==> src/rtl/pwm_multichannel.sv <==
// -----------------------------------------------------------------------------
// pwm_multichannel
//
// Purpose:
//    NUM_CH independent PWM channels. Each channel has a CNT_W-bit period and
//    duty, edge- or centre-aligned output, selectable polarity, one-shot mode
//    and shadowed period/duty registers. Shadow values move to the active
//    registers only at a period boundary, so no period is ever cut short or
//    stretched by a register write. A global sync strobe re-phases every
//    enabled channel's counter to zero.
//
// Ports:
//    clk         in   1        system clock, rising edge
//    rst         in   1        synchronous, active-high reset
//    wr_en       in   1        register write strobe (one write per cycle)
//    wr_ch       in   CH_W     target channel; values >= NUM_CH are ignored
//    wr_sel      in   2        0 = control, 1 = period, 2 = duty, 3 = reserved
//    wr_data     in   CNT_W    write data; control layout is
//                              [3] enable, [2] polarity, [1] align (1 = centre),
//                              [0] one-shot
//    sync_start  in   1        pulse: enabled counters forced to 0 next edge
//    pwm_out     out  NUM_CH   registered PWM outputs
//    period_end  out  NUM_CH   registered 1-cycle pulse per completed period
//    ch_enabled  out  NUM_CH   current enable bit (drops on one-shot auto-clear)
//
// Timing:
//    The counter value held during cycle t is reflected on pwm_out at t+1;
//    period_end is aligned the same way (it pulses together with the output
//    sample of the last count of the period).
// -----------------------------------------------------------------------------
module pwm_multichannel #(
   parameter  int NUM_CH = 4,
   parameter  int CNT_W  = 16,
   localparam int CH_W   = (NUM_CH > 1) ? $clog2(NUM_CH) : 1
) (
   input  logic              clk,
   input  logic              rst,
   input  logic              wr_en,
   input  logic [CH_W-1:0]   wr_ch,
   input  logic [1:0]        wr_sel,
   input  logic [CNT_W-1:0]  wr_data,
   input  logic              sync_start,
   output logic [NUM_CH-1:0] pwm_out,
   output logic [NUM_CH-1:0] period_end,
   output logic [NUM_CH-1:0] ch_enabled
);

   localparam logic [CNT_W-1:0] CNT_ZERO = {CNT_W{1'b0}};
   localparam logic [CNT_W-1:0] CNT_ONE  = {{(CNT_W-1){1'b0}}, 1'b1};
   localparam logic [1:0]       SEL_CTRL = 2'd0;
   localparam logic [1:0]       SEL_PER  = 2'd1;
   localparam logic [1:0]       SEL_DUTY = 2'd2;

   for (genvar g = 0; g < NUM_CH; g++) begin : g_ch

      // ---------------- registers ----------------
      logic             en_q,       en_d;
      logic             pol_q,      pol_d;
      logic             align_q,    align_d;
      logic             os_q,       os_d;
      logic [CNT_W-1:0] cnt_q,      cnt_d;
      logic [CNT_W-1:0] per_sh_q,   per_sh_d;
      logic [CNT_W-1:0] per_act_q,  per_act_d;
      logic             per_pend_q, per_pend_d;
      logic [CNT_W-1:0] duty_sh_q,  duty_sh_d;
      logic [CNT_W-1:0] duty_act_q, duty_act_d;
      logic             duty_pend_q, duty_pend_d;
      logic             pwm_q,      pwm_d;
      logic             pend_q,     pend_d;   // period_end flop

      // ---------------- combinational helpers ----------------
      logic             ctrl_wr_s;
      logic             per_wr_s;
      logic             duty_wr_s;
      logic             per_zero_s;
      logic             rollover_s;
      logic             load_s;
      logic [CNT_W:0]   per_x_s;
      logic [CNT_W:0]   duty_x_s;
      logic [CNT_W:0]   cnt_x_s;
      logic [CNT_W:0]   dclip_s;
      logic [CNT_W:0]   start_s;
      logic [CNT_W:0]   stop_s;
      logic             high_s;

      // Decode the shared write port for this channel.
      always_comb begin
         ctrl_wr_s = 1'b0;
         per_wr_s  = 1'b0;
         duty_wr_s = 1'b0;
         if (wr_en && (wr_ch == CH_W'(g))) begin
            case (wr_sel)
               SEL_CTRL: ctrl_wr_s = 1'b1;
               SEL_PER:  per_wr_s  = 1'b1;
               SEL_DUTY: duty_wr_s = 1'b1;
               default:  ctrl_wr_s = 1'b0;   // reserved selector: no effect
            endcase
         end else begin
            ctrl_wr_s = 1'b0;
         end
      end

      // Period boundary detection and shadow-load qualification.
      always_comb begin
         per_zero_s = (per_act_q == CNT_ZERO);
         // sync_start suppresses a coincident rollover entirely.
         rollover_s = en_q && !per_zero_s && !sync_start &&
                      (cnt_q == (per_act_q - CNT_ONE));
         // Pending shadows move to active at a rollover, on every edge while
         // P==0 (there is no period to protect), and whenever the channel is
         // idle (no period in progress).
         if (!en_q) begin
            load_s = 1'b1;
         end else if (per_zero_s) begin
            load_s = !sync_start;
         end else begin
            load_s = rollover_s;
         end
      end

      // Output level from the active period/duty and current count.
      // Everything is widened by one bit so S+D can never wrap.
      always_comb begin
         per_x_s  = {1'b0, per_act_q};
         duty_x_s = {1'b0, duty_act_q};
         cnt_x_s  = {1'b0, cnt_q};
         dclip_s  = (duty_x_s > per_x_s) ? per_x_s : duty_x_s;
         start_s  = (per_x_s >> 1) - (dclip_s >> 1);
         stop_s   = start_s + dclip_s;
         if (per_zero_s) begin
            high_s = 1'b0;
         end else if (align_q) begin
            high_s = (cnt_x_s >= start_s) && (cnt_x_s < stop_s);
         end else begin
            high_s = (cnt_x_s < dclip_s);
         end
      end

      // Next-state computation for control, counter, shadows and outputs.
      always_comb begin
         en_d        = en_q;
         pol_d       = pol_q;
         align_d     = align_q;
         os_d        = os_q;
         cnt_d       = cnt_q;
         per_sh_d    = per_sh_q;
         per_act_d   = per_act_q;
         per_pend_d  = per_pend_q;
         duty_sh_d   = duty_sh_q;
         duty_act_d  = duty_act_q;
         duty_pend_d = duty_pend_q;

         // Control: an explicit write always beats the one-shot auto-clear.
         if (ctrl_wr_s) begin
            en_d    = wr_data[3];
            pol_d   = wr_data[2];
            align_d = wr_data[1];
            os_d    = wr_data[0];
         end else if (rollover_s && os_q) begin
            en_d = 1'b0;
         end else begin
            en_d = en_q;
         end

         // Counter: enabling starts from 0 because a disabled counter is
         // held at 0; disabling clears it.
         if (ctrl_wr_s && !wr_data[3]) begin
            cnt_d = CNT_ZERO;
         end else if (!en_q || sync_start || per_zero_s || rollover_s) begin
            cnt_d = CNT_ZERO;
         end else begin
            cnt_d = cnt_q + CNT_ONE;
         end

         // Period field. The boundary load uses the pre-write shadow, then a
         // write on the same edge becomes pending for the next boundary.
         if (per_wr_s && !en_q) begin
            per_sh_d   = wr_data;
            per_act_d  = wr_data;
            per_pend_d = 1'b0;
         end else if (per_wr_s) begin
            per_sh_d   = wr_data;
            per_act_d  = (load_s && per_pend_q) ? per_sh_q : per_act_q;
            per_pend_d = 1'b1;
         end else if (load_s && per_pend_q) begin
            per_act_d  = per_sh_q;
            per_pend_d = 1'b0;
         end else begin
            per_act_d  = per_act_q;
         end

         // Duty field, same rules as the period field.
         if (duty_wr_s && !en_q) begin
            duty_sh_d   = wr_data;
            duty_act_d  = wr_data;
            duty_pend_d = 1'b0;
         end else if (duty_wr_s) begin
            duty_sh_d   = wr_data;
            duty_act_d  = (load_s && duty_pend_q) ? duty_sh_q : duty_act_q;
            duty_pend_d = 1'b1;
         end else if (load_s && duty_pend_q) begin
            duty_act_d  = duty_sh_q;
            duty_pend_d = 1'b0;
         end else begin
            duty_act_d  = duty_act_q;
         end

         // Idle level of a disabled channel is the inactive level, i.e. the
         // polarity bit itself.
         if (en_q) begin
            pwm_d = high_s ^ pol_q;
         end else begin
            pwm_d = pol_q;
         end
         pend_d = rollover_s;
      end

      // Channel state registers with synchronous reset.
      always_ff @(posedge clk) begin
         if (rst) begin
            en_q        <= 1'b0;
            pol_q       <= 1'b0;
            align_q     <= 1'b0;
            os_q        <= 1'b0;
            cnt_q       <= CNT_ZERO;
            per_sh_q    <= CNT_ZERO;
            per_act_q   <= CNT_ZERO;
            per_pend_q  <= 1'b0;
            duty_sh_q   <= CNT_ZERO;
            duty_act_q  <= CNT_ZERO;
            duty_pend_q <= 1'b0;
            pwm_q       <= 1'b0;
            pend_q      <= 1'b0;
         end else begin
            en_q        <= en_d;
            pol_q       <= pol_d;
            align_q     <= align_d;
            os_q        <= os_d;
            cnt_q       <= cnt_d;
            per_sh_q    <= per_sh_d;
            per_act_q   <= per_act_d;
            per_pend_q  <= per_pend_d;
            duty_sh_q   <= duty_sh_d;
            duty_act_q  <= duty_act_d;
            duty_pend_q <= duty_pend_d;
            pwm_q       <= pwm_d;
            pend_q      <= pend_d;
         end
      end

      assign pwm_out[g]    = pwm_q;
      assign period_end[g] = pend_q;
      assign ch_enabled[g] = en_q;

   end : g_ch

endmodule
==> config.mk <==
export PLATFORM = sky130hd
export DESIGN_NAME = pwm_multichannel
export DESIGN_NICKNAME = d
export VERILOG_FILES = /design/src/rtl/pwm_multichannel.sv
export SDC_FILE = /design/constraint.sdc
export NUM_CORES = 1
export LEC_CHECK = 0
export CORE_MARGIN = 2
export CORE_UTILIZATION = 60
export DETAILED_ROUTE_END_ITERATION = 8
export PLACE_DENSITY = 0.83
export SLEW_MARGIN = 20
export SYNTH_ARGS = -nofsm -noshare
export SYNTH_HDL_FRONTEND = slang
export SYNTH_SLANG_ARGS = --single-unit
==> constraint.sdc <==
create_clock -name clk -period 9.8 [get_ports clk]
set_input_delay 0.98 -clock clk [delete_from_list [all_inputs] [get_ports clk]]
set_output_delay 0.98 -clock clk [all_outputs]
set_load 0.02 [all_outputs]
After elaboration in Yosys (flattened, before gate mapping)
Cells that the tools add are included.
{"block": "word_totals", "register_bits": 352, "inputBits": 24, "out_inout_bits": 12, "wordCells": 304}
{"block": "classes", "add_sub_neg": 16, "order_cmp": 16, "eq_ne": 9, "muxes": 95, "bitwise": 4, "n_reduce_logical": 112}
{"operator": "$mux W16", "count": 36}
{"operator": "$add A17 B16 Y17", "count": 4}
{"operator": "$ge A16 B17 Y1", "count": 4}
{"operator": "$lt A16 B17 Y1", "count": 4}
{"operator": "$add A16 B1 Y16 const B", "count": 4}
{"operator": "$eq A16 B16 Y1", "count": 4}
{"operator": "$gt A16 B16 Y1", "count": 4}
{"operator": "$logic_not A16 Y1", "count": 4}
{"operator": "$lt A16 B16 Y1", "count": 4}
{"operator": "$sub A15 B15 Y16", "count": 4}
{"operator": "$sub A16 B1 Y16 const B", "count": 4}
{"operator": "$mux W1", "count": 59}
{"operator": "$reduce_bool A2 Y1", "count": 28}
{"operator": "$logic_and A1 B1 Y1", "count": 44}
{"operator": "$reduce_or A2 Y1", "count": 8}
{"operator": "$logic_or A1 B1 Y1", "count": 12}
{"operator": "$reduce_or A3 Y1", "count": 4}
{"operator": "$logic_not A1 Y1", "count": 10}
{"operator": "$eq A2 B2 Y1 const B", "count": 3}
{"operator": "$eq A2 B1 Y1 const B", "count": 2}
{"operator": "$logic_not A2 Y1", "count": 2}
{"operator": "$xor A1 B1 Y1", "count": 4}

Longest topological paths before layout
Gate-level depths: netlist of the first run.
{"block": "logic_depth", "depth_word": 10, "ltp_mapped": 42, "ltp_nobuf": 37}

Least setup slack after synthesis of the first run
OpenSTA, ideal clock, no wires.
{"block": "synth_path", "kind": "reg2reg", "from": "reg g_ch[0].per_act_q[4]", "to": "reg g_ch[0].pwm_q", "setup_ps": 123, "t_arrival_ps": 7870, "required_ps": 9677, "setup_slack_ps": 1806, "path_stages_with_launch": 38, "path_buffers": 5, "synth_period_minus_slack_ps": 7994, "cell_sequence": "dfxtp_1 clkbuf_1 inv_1 ha_1 nand4_1 a2111o_1 a31o_2 buf_2 clkbuf_1 clkbuf_1 o21ai_0 ha_1 inv_1 ha_1 or3_1 clkbuf_1 o21ai_2 o21ai_0 [2 not listed] and3_1 ha_1 nand2_1 a221o_1 a21boi_1 o21a_1 o21ai_1 a2111oi_2 nor2_1 xor2_1 ha_1 a21oi_1 nor2b_1 o211ai_1 a31oi_1 or4b_1 nand3_1 mux2_1"}
{"block": "synth_between", "elab_chain_cells": 10, "word_cells_on_any_way": 13, "classes_between": "2 x add/sub; 4 x order compare; 4 x mux; 1 x bitwise; 2 x reduce/logical"}
{"item": "start, declared", "line_no": "63", "source": "logic [CNT_W-1:0] per_act_q, per_act_d;"}
{"item": "start signal, assigned", "line_no": "241", "source": "per_act_q <= per_act_d;"}
{"item": "$gt A16 B16 Y1", "line_no": "127", "source": "dclip_s = (duty_x_s > per_x_s) ? per_x_s : duty_x_s;"}
{"item": "$mux W16", "line_no": "127"}
{"item": "$sub A15 B15 Y16", "line_no": "128", "source": "start_s = (per_x_s >> 1) - (dclip_s >> 1);"}
{"item": "$add A17 B16 Y17", "line_no": "129", "source": "stop_s = start_s + dclip_s;"}
{"item": "$lt A16 B17 Y1", "line_no": "133", "source": "high_s = (cnt_x_s >= start_s) && (cnt_x_s < stop_s);"}
{"item": "$logic_and A1 B1 Y1", "line_no": "133"}
{"item": "$mux W1", "line_no": "132", "source": "end else if (align_q) begin"}
{"item": "$mux W1 *", "line_no": "130", "source": "if (per_zero_s) begin"}
{"item": "$xor A1 B1 Y1 *", "line_no": "211", "source": "pwm_d = high_s ^ pol_q;"}
{"item": "$mux W1 *", "line_no": "210", "source": "if (en_q) begin"}
{"item": "end signal, assigned", "line_no": "246", "source": "pwm_q <= pwm_d;"}
{"item": "end, declared", "line_no": "68", "source": "logic pwm_q, pwm_d;"}
Mark *: on every way between the ends. The rest lies on a longest branch, timed or not.
A chain may end at the register's enable or synchronous reset.

Final worst setup path of the first run
Ends and elaborated chain as after synthesis.

==> results of run 1 <==
[synthesized netlist by cell type, types with 46 or more instances]
master	number	area (sq um)
a21o_1	51	383
xor2_1	97	850
nor3_1	81	405
o21ai_0	121	606
nor2b_1	53	332
a21oi_1	334	1670
nand2b_1	47	294
nand2_1	452	1700
mux2i_1	146	1460
clkbuf_1	164	616
o21a_1	46	345
nor2_1	369	1390
dfxtp_1	352	7050
nand3_1	110	551
inv_1	231	867
xnor2_1	155	1360
ha_1	337	4220
a211oi_1	150	1130
[through the flow]
| stage | hold slack [ns] | std cells | worst slack [ns] | utilization, % | power [mW] |
|---|---|---|---|---|---|
| 3_3_place_gp | 0.441 | 4346 | 1.42 | 61.7 | 3.08 |
| 4_1_cts | 0.454 | 4419 | 1.15 | 64.5 | 4.70 |
| 5_1_grt | 0.463 | 4420 | 0.430 | 64.6 | 4.98 |
| 2_1_floorplan | 0.436 | 3849 | 1.81 | - | 2.79 |
| 6_report | 0.452 | 4420 | 1.03 | 64.6 | 4.71 |
| 3_5_place_dp | 0.446 | 4346 | 1.16 | 61.7 | 3.11 |
[sequential cells by signal, summed over array words and instances, names as in the netlist]
register	flops
g_ch.align_q	4
g_ch.cnt_q	64
g_ch.duty_act_q	64
g_ch.duty_pend_q	4
g_ch.duty_sh_q	64
g_ch.en_q	4
g_ch.os_q	4
g_ch.pend_q	4
g_ch.per_act_q	64
g_ch.per_pend_q	4
g_ch.per_sh_q	64
g_ch.pol_q	4
g_ch.pwm_q	4
[worst paths after layout]
path	startpoint	endpoint	slack, ns	depth (start not counted)
setup / recovery	g_ch[0].per_act_q[4]	g_ch[0].pwm_q	1.03	32
hold / removal	g_ch[1].per_sh_q[15]	g_ch[1].per_sh_q[15]	0.45	2
setup reg to reg	g_ch[0].per_act_q[4]	g_ch[0].pwm_q	1.03	32
hold reg to reg	g_ch[1].per_sh_q[15]	g_ch[1].per_sh_q[15]	0.45	2
[per-layer routing]
| layer | vias up | wire length, um | part of all wire, % |
|---|---|---|---|
| met5 | - | 16 | 0.020 |
| met4 | 2 | 2530 | 3.2 |
| met3 | 158 | 5250 | 6.7 |
| met2 | 871 | 36000 | 46 |
| met1 | 12609 | 35100 | 44 |
| li1 | 13392 | - | - |
[cell families (layout without fill, tap and decap cells)]
group           Yosys count  after routing  share of synthesized area [%]
compound gates          946            946                           21.1
xor+xnor                254            254                           7.57
fa+ha+maj               363            363                           15.2
buf+inv                 448            354                           5.95
flops                   352            352                           23.7
mux                     165            165                           5.65
other cells               0              1                              0
simple gates           1321           1321                           20.8
[cell usage in the layout, fill, tap and decap left out, drive strengths merged, types with 11 or more instances in the layout]
cell type      synthesis  layout
and3                  35      35
a21boi                17      17
mux2i                147     147
o211ai                23      23
nand3                110     110
dfxtp                352     352
maj3                  22      22
clkbuf               164      47
buf                   51      14
and2                  12      12
nor4                  30      30
a21o                  52      52
nor2                 372     372
o21ai                137     137
mux2                  18      18
nand2                459     459
o21bai                28      28
or2                   15      15
a31oi                 27      27
o31ai                 13      13
ha                   337     337
nand2b                47      47
a211oi               153     153
nor2b                 54      54
or3                   20      20
nand4                 49      49
xor2                  97      97
xnor2                155     155
a21oi                335     335
nor3                  84      84
o21a                  46      46
inv                  233     239
a2111oi               11      11
clkdlybuf4s50          0      34
[worst max-delay path, delay by kind of cell, from the launching register on]
| family | cells | cell delay (ns) |
|---|---|---|
| AO/OA/AOI/OAI | 13 | 3.34 |
| AND/OR/NAND/NOR | 10 | 1.98 |
| adder cells (fa/ha/maj) | 5 | 1.64 |
| flip-flops | 1 | 0.74 |
| buffers and inverters | 2 | 0.45 |
| multiplexers | 1 | 0.34 |
| XOR/XNOR | 1 | 0.15 |
[power by group through the flow]
| stage | clock network [mW] | logic [mW] | registers, mW |
|---|---|---|---|
| global route | 1.67 | 1.83 | 1.48 |
| global placement | 0 | 1.57 | 1.51 |
| CTS | 1.61 | 1.62 | 1.48 |
| floorplan | 0 | 1.29 | 1.49 |
| detailed placement | 0 | 1.60 | 1.51 |
| finish | 1.60 | 1.64 | 1.48 |
[area by class of cell]
cell class / instances / area share (%)
Antenna cell: 1 / 0.00792
Clock buffer: 47 / 3.45
Clock inverter: 26 / 0.942
Inverter: 233 / 2.77
Multi-Input combinational cell: 3049 / 66.4
Sequential cell: 352 / 22.3
Tap cell: 664 / 2.63
Timing Repair Buffer: 48 / 1.47
==> flow_metrics.py, run 1 <==
metrics = {
    "run_status": {
        "outcome": "finished, final reports clean",
    },
    "clock_tree": {
        "clockBufferDepth": 3,
        "cts_tree": "done",
        "htree_levels": 2,
        "postCtsSetupRepairBufs": 0,
        "cts_buffers": 41,
        "cts_resized": 0,
        "cts_root_buffer": "clkbuf_16",
        "cts_hold_buf": 0,
        "clk_latency_ns": 0.59,
        "clock-sinks": 352,
        "clkTransAtPathRegs_ns": 0.06,
    },
    "power": {
        "p_seq_share_pct": 31.4,
        "power.density_nw_per_um2": 149,
        "switching_share_pct": 35.5,
        "p_clk_share_pct": 33.9,
        "vdd_ir_drop_max_uv": 202,
        "cellInternalPower_mw": 3.04,
        "switching_power_mw": 1.67,
        "p_leak_nw": 13.4,
        "p_comb_share_pct": 34.7,
    },
    "grt": {
        "grt_pass1_wl_mm": 129,
        "antenna_found_initial": 2,
        "grtUsageMet3_pct": 3.60,
        "grt_max_degree": 226,
        "grt_most_used_layer": "met2",
        "grt_pass1_vias": 25320,
        "use_met2_pct": 50.8,
        "grt_use_total_pct": 30.5,
        "overflow": 0,
        "use_met1_pct": 40.5,
    },
    "timing": {
        "relSlewSlack_pct": 21.9,
        "tightest_slew_ns": 1.17,
        "fin_crit_ns": 8.77,
        "final-hold-violation-count": 0,
        "maxSlewViolCount": 0,
        "finalCritPeriodShare_pct": 89.5,
        "tns_ns": 0,
        "fmax_ghz": 0.114,
        "rsz0062_at_grt": "no",
        "finalSetupViolCount": 0,
        "fin_skew_ns": 0.0172,
    },
    "run": {
        "drv_cap": 0,
    },
    "die": {
        "die_x_um": 227,
        "die_area_sq_um": 51400,
        "coreArea_sq_um": 49000,
        "boundaryPins": 36,
        "die_h_um": 227,
        "initial_core_util_pct": 60.8,
        "row_count": 81,
    },
    "detailed_routing": {
        "post-route-drc-count": 0,
        "ant_nets": 0,
        "vias": 27032,
        "drt-wirelength-per-cell_um": 17.8,
        "wl_mm": 78.8,
        "dr.pass1.iters": 6,
        "drt-initial-drc-count": 2097,
        "vias_per_cell": 6.12,
    },
    "worst_hold_path": {
        "hp-class": "register to register",
    },
    "final_layout": {
        "nFillCells": 4217,
        "drive_above_1_share_pct": 5.43,
        "fin_area_sq_um": 31600,
        "final_nets": 4090,
        "ff_latch_area_sq_um": 7050,
        "syn2layout_area_growth_pct": 6.15,
        "multi_input_area_sq_um": 21000,
    },
    "synthesis": {
        "synth_edf_count": 0,
        "synth_area_sq_um": 29800,
        "yosysWarningCount": 0,
        "syn-num-nets": 4214,
        "synth.yosys.seq_area_share_pct": 23.7,
        "synth_cell_type_count": 118,
        "avgSynthCellArea_sq_um": 7.73,
        "syn_inst": 3849,
        "synth-seq-cells": 352,
        "synthFlopType": "dfxtp_1",
        "postSynth.asyncResetShare_pct": 0,
    },
    "critical_path": {
        "arrival_ns": 9.23,
        "cpMostUsedCell": "ha_1",
        "end_kind": "register",
        "worst_path_max_delay_cell": "dfxtp_1",
        "critPathKind": "register to register",
        "path_max_fanout": 34,
        "cp.required_ns": 10.27,
        "cp-start-kind": "register",
        "cpPeakStageDelay_ns": 0.74,
    },
    "placed_design": {
        "io_buffers": 35,
        "hpwl_mm": 57.6,
        "gp_congestion": 0.959,
        "placed_cell_area_sq_um": 30200,
    },
}
Note: power is estimated with default switching activity, not from simulation.
==> run 2: changes to the inputs <==
--- a/config.mk
+++ b/config.mk
@@ -6,9 +6,9 @@
 export NUM_CORES = 1
 export LEC_CHECK = 0
 export CORE_MARGIN = 2
-export CORE_UTILIZATION = 60
+export CORE_UTILIZATION = 30
 export DETAILED_ROUTE_END_ITERATION = 8
-export PLACE_DENSITY = 0.83
+export PLACE_DENSITY = 0.5
 export SLEW_MARGIN = 20
 export SYNTH_ARGS = -nofsm -noshare
 export SYNTH_HDL_FRONTEND = slang
==> run 2 against run 1 <==
First-iteration DRC count down 21%; maximum frequency increased by 2.0%; worst hold slack barely moved; clock power increased by 9%; via count fell by 3.5%; sequential power about the same; critical path depth increased by 2; largest cell class unchanged; critical endpoint is now g_ch[3].pwm_q; routed wire length rose by 12%; total power up 3.6%; worst setup slack improved by 0.17 ns; die area rose by 98%; register-to-register slack gained 0.17 ns; critical path type unchanged.
==> flow_metrics.py, run 2 (synthesized netlist as in run 1, its figures left out) <==
metrics = {
    "run_status": {
        "outcome": "finished, final reports clean",
    },
    "clock_tree": {
        "clock-sinks": 352,
        "clk_latency_ns": 0.58,
        "cts_hold_buf": 0,
        "cts_tree": "done",
        "cts_buffers": 44,
        "postCtsSetupRepairBufs": 0,
        "clkTransAtPathRegs_ns": 0.06,
        "cts_resized": 0,
        "cts_root_buffer": "clkbuf_16",
        "clockBufferDepth": 3,
        "htree_levels": 2,
    },
    "worst_hold_path": {
        "hp-class": "register to register",
        "min_from": "g_ch[0].duty_sh_q[6]",
    },
    "die": {
        "die_h_um": 319,
        "row_count": 115,
        "die_x_um": 319,
        "die_area_sq_um": 102000,
        "coreArea_sq_um": 98400,
        "initial_core_util_pct": 30.2,
        "boundaryPins": 36,
    },
    "critical_path": {
        "cpMostUsedCell": "ha_1",
        "worst_path_max_delay_cell": "nor2_2",
        "end_kind": "register",
        "cp-startpoint": "g_ch[3].per_act_q[3]",
        "path_max_fanout": 18,
        "arrival_ns": 9.10,
        "cp-start-kind": "register",
        "critPathKind": "register to register",
        "r2r_start": "g_ch[3].per_act_q[3]",
        "cpPeakStageDelay_ns": 0.68,
        "cp.required_ns": 10.30,
    },
    "run": {
        "drv_cap": 0,
    },
    "power": {
        "p_leak_nw": 13.6,
        "vdd_ir_drop_max_uv": 116,
        "power.density_nw_per_um2": 150,
    },
    "timing": {
        "tightest_slew_ns": 1.19,
        "fin_hold_ws_ns": 0.452,
        "relSlewSlack_pct": 20.3,
        "fin_skew_ns": 0.0163,
        "tns_ns": 0,
        "maxSlewViolCount": 0,
        "finalCritPeriodShare_pct": 87.7,
        "rsz0062_at_grt": "no",
        "fin_crit_ns": 8.60,
        "final-hold-violation-count": 0,
        "fmax_ghz": 0.116,
        "finalSetupViolCount": 0,
    },
    "grt": {
        "grt_pass1_wl_mm": 141,
        "overflow": 0,
        "grt_use_total_pct": 17.0,
        "grt_pass1_vias": 24683,
        "antenna_found_initial": 7,
        "grt_max_degree": 86,
    },
    "final_layout": {
        "nFillCells": 10434,
        "mostFrequentLayoutCells": "452 x nand2_1, 368 x nor2_1, 352 x dfxtp_1",
        "syn2layout_area_growth_pct": 9.54,
        "final_nets": 4108,
        "drive_above_1_share_pct": 5.69,
        "mostFrequentLayoutCell": "nand2_1",
    },
    "detailed_routing": {
        "dr.pass1.iters": 5,
        "ant_nets": 0,
        "drt-wirelength-per-cell_um": 17.4,
        "post-route-drc-count": 0,
        "vias": 26085,
        "drt-initial-drc-count": 1647,
        "vias_per_cell": 5.15,
        "wl_mm": 88.0,
    },
    "placed_design": {
        "gp_congestion": 0.887,
        "hpwl_mm": 65.4,
        "io_buffers": 35,
    },
}
## run 2: cell count changes in the layout (fill, tap and decap cells not counted), sizes merged
cell	change
clkbuf	+17
clkinv	-5
bufinv	+3
inv	-4
buf	+15
clkinvlp	-5
## run 2: cell type report
cell class / count / area (sq um) / area share [%]
tap: 1287 / 1610 / 4.94
clock buffer: 64 / 1270 / 3.89
antenna: 1 / 2.50 / 0.00767
multi-input combinational: 3049 / 21000 / 64.3
clock inverter: 15 / 264 / 0.810
timing repair buffer: 63 / 566 / 1.73
inverter: 233 / 875 / 2.68
sequential: 352 / 7050 / 21.6
## run 2: per-layer routing
metal | vias up | wire length (um) | GRT usage, %
li1 | 13412 | - | -
met1 | 12161 | 45500 | 25.1
met2 | 421 | 37700 | 26.2
met3 | 83 | 3350 | 2.06
met4 | 8 | 1460 | 3.57
met5 | - | 51 | 0
## run 2: final timing paths
check                    endpoint  slack (ns)  depth (start not counted)
max                 g_ch[3].pwm_q        1.20                         34
min          g_ch[0].duty_sh_q[6]        0.45                          2
max reg2reg         g_ch[3].pwm_q        1.20                         34
min reg2reg  g_ch[0].duty_sh_q[6]        0.45                          2
## run 2: metrics by stage
| stage | area (sq um) | power (mW) | cells | utilization (%) | setup slack (ns) |
|---|---|---|---|---|---|
| final | 32600 | 4.88 | 5064 | 33.1 | 1.20 |
| after global routing | 32600 | 5.18 | 5063 | 33.1 | 0.493 |
| after CTS | 32600 | 4.93 | 5063 | 33.1 | 1.25 |
| after detailed placement | 31100 | 3.15 | 4984 | 31.6 | 1.31 |
| after global placement | 31100 | 3.15 | 4984 | 31.6 | 1.36 |
| after floorplan | 29800 | 2.79 | 3849 | - | 1.81 |
## run 2: power breakdown
group / switching, mW / internal, mW / total [mW]
combinational: 0.978 / 0.673 / 1.65
clock: 0.675 / 1.08 / 1.75
sequential: 0.0272 / 1.45 / 1.48
total: 1.68 / 3.20 / 4.88
## run 2: worst max-delay path: cells and delay by family, from the launching register on
kind	cells	cell delay, ns
compound gates	16	3.57
simple gates	8	1.97
fa+ha+maj	5	1.43
flops	1	0.56
xor+xnor	2	0.37
mux	1	0.36
buf+inv	2	0.24
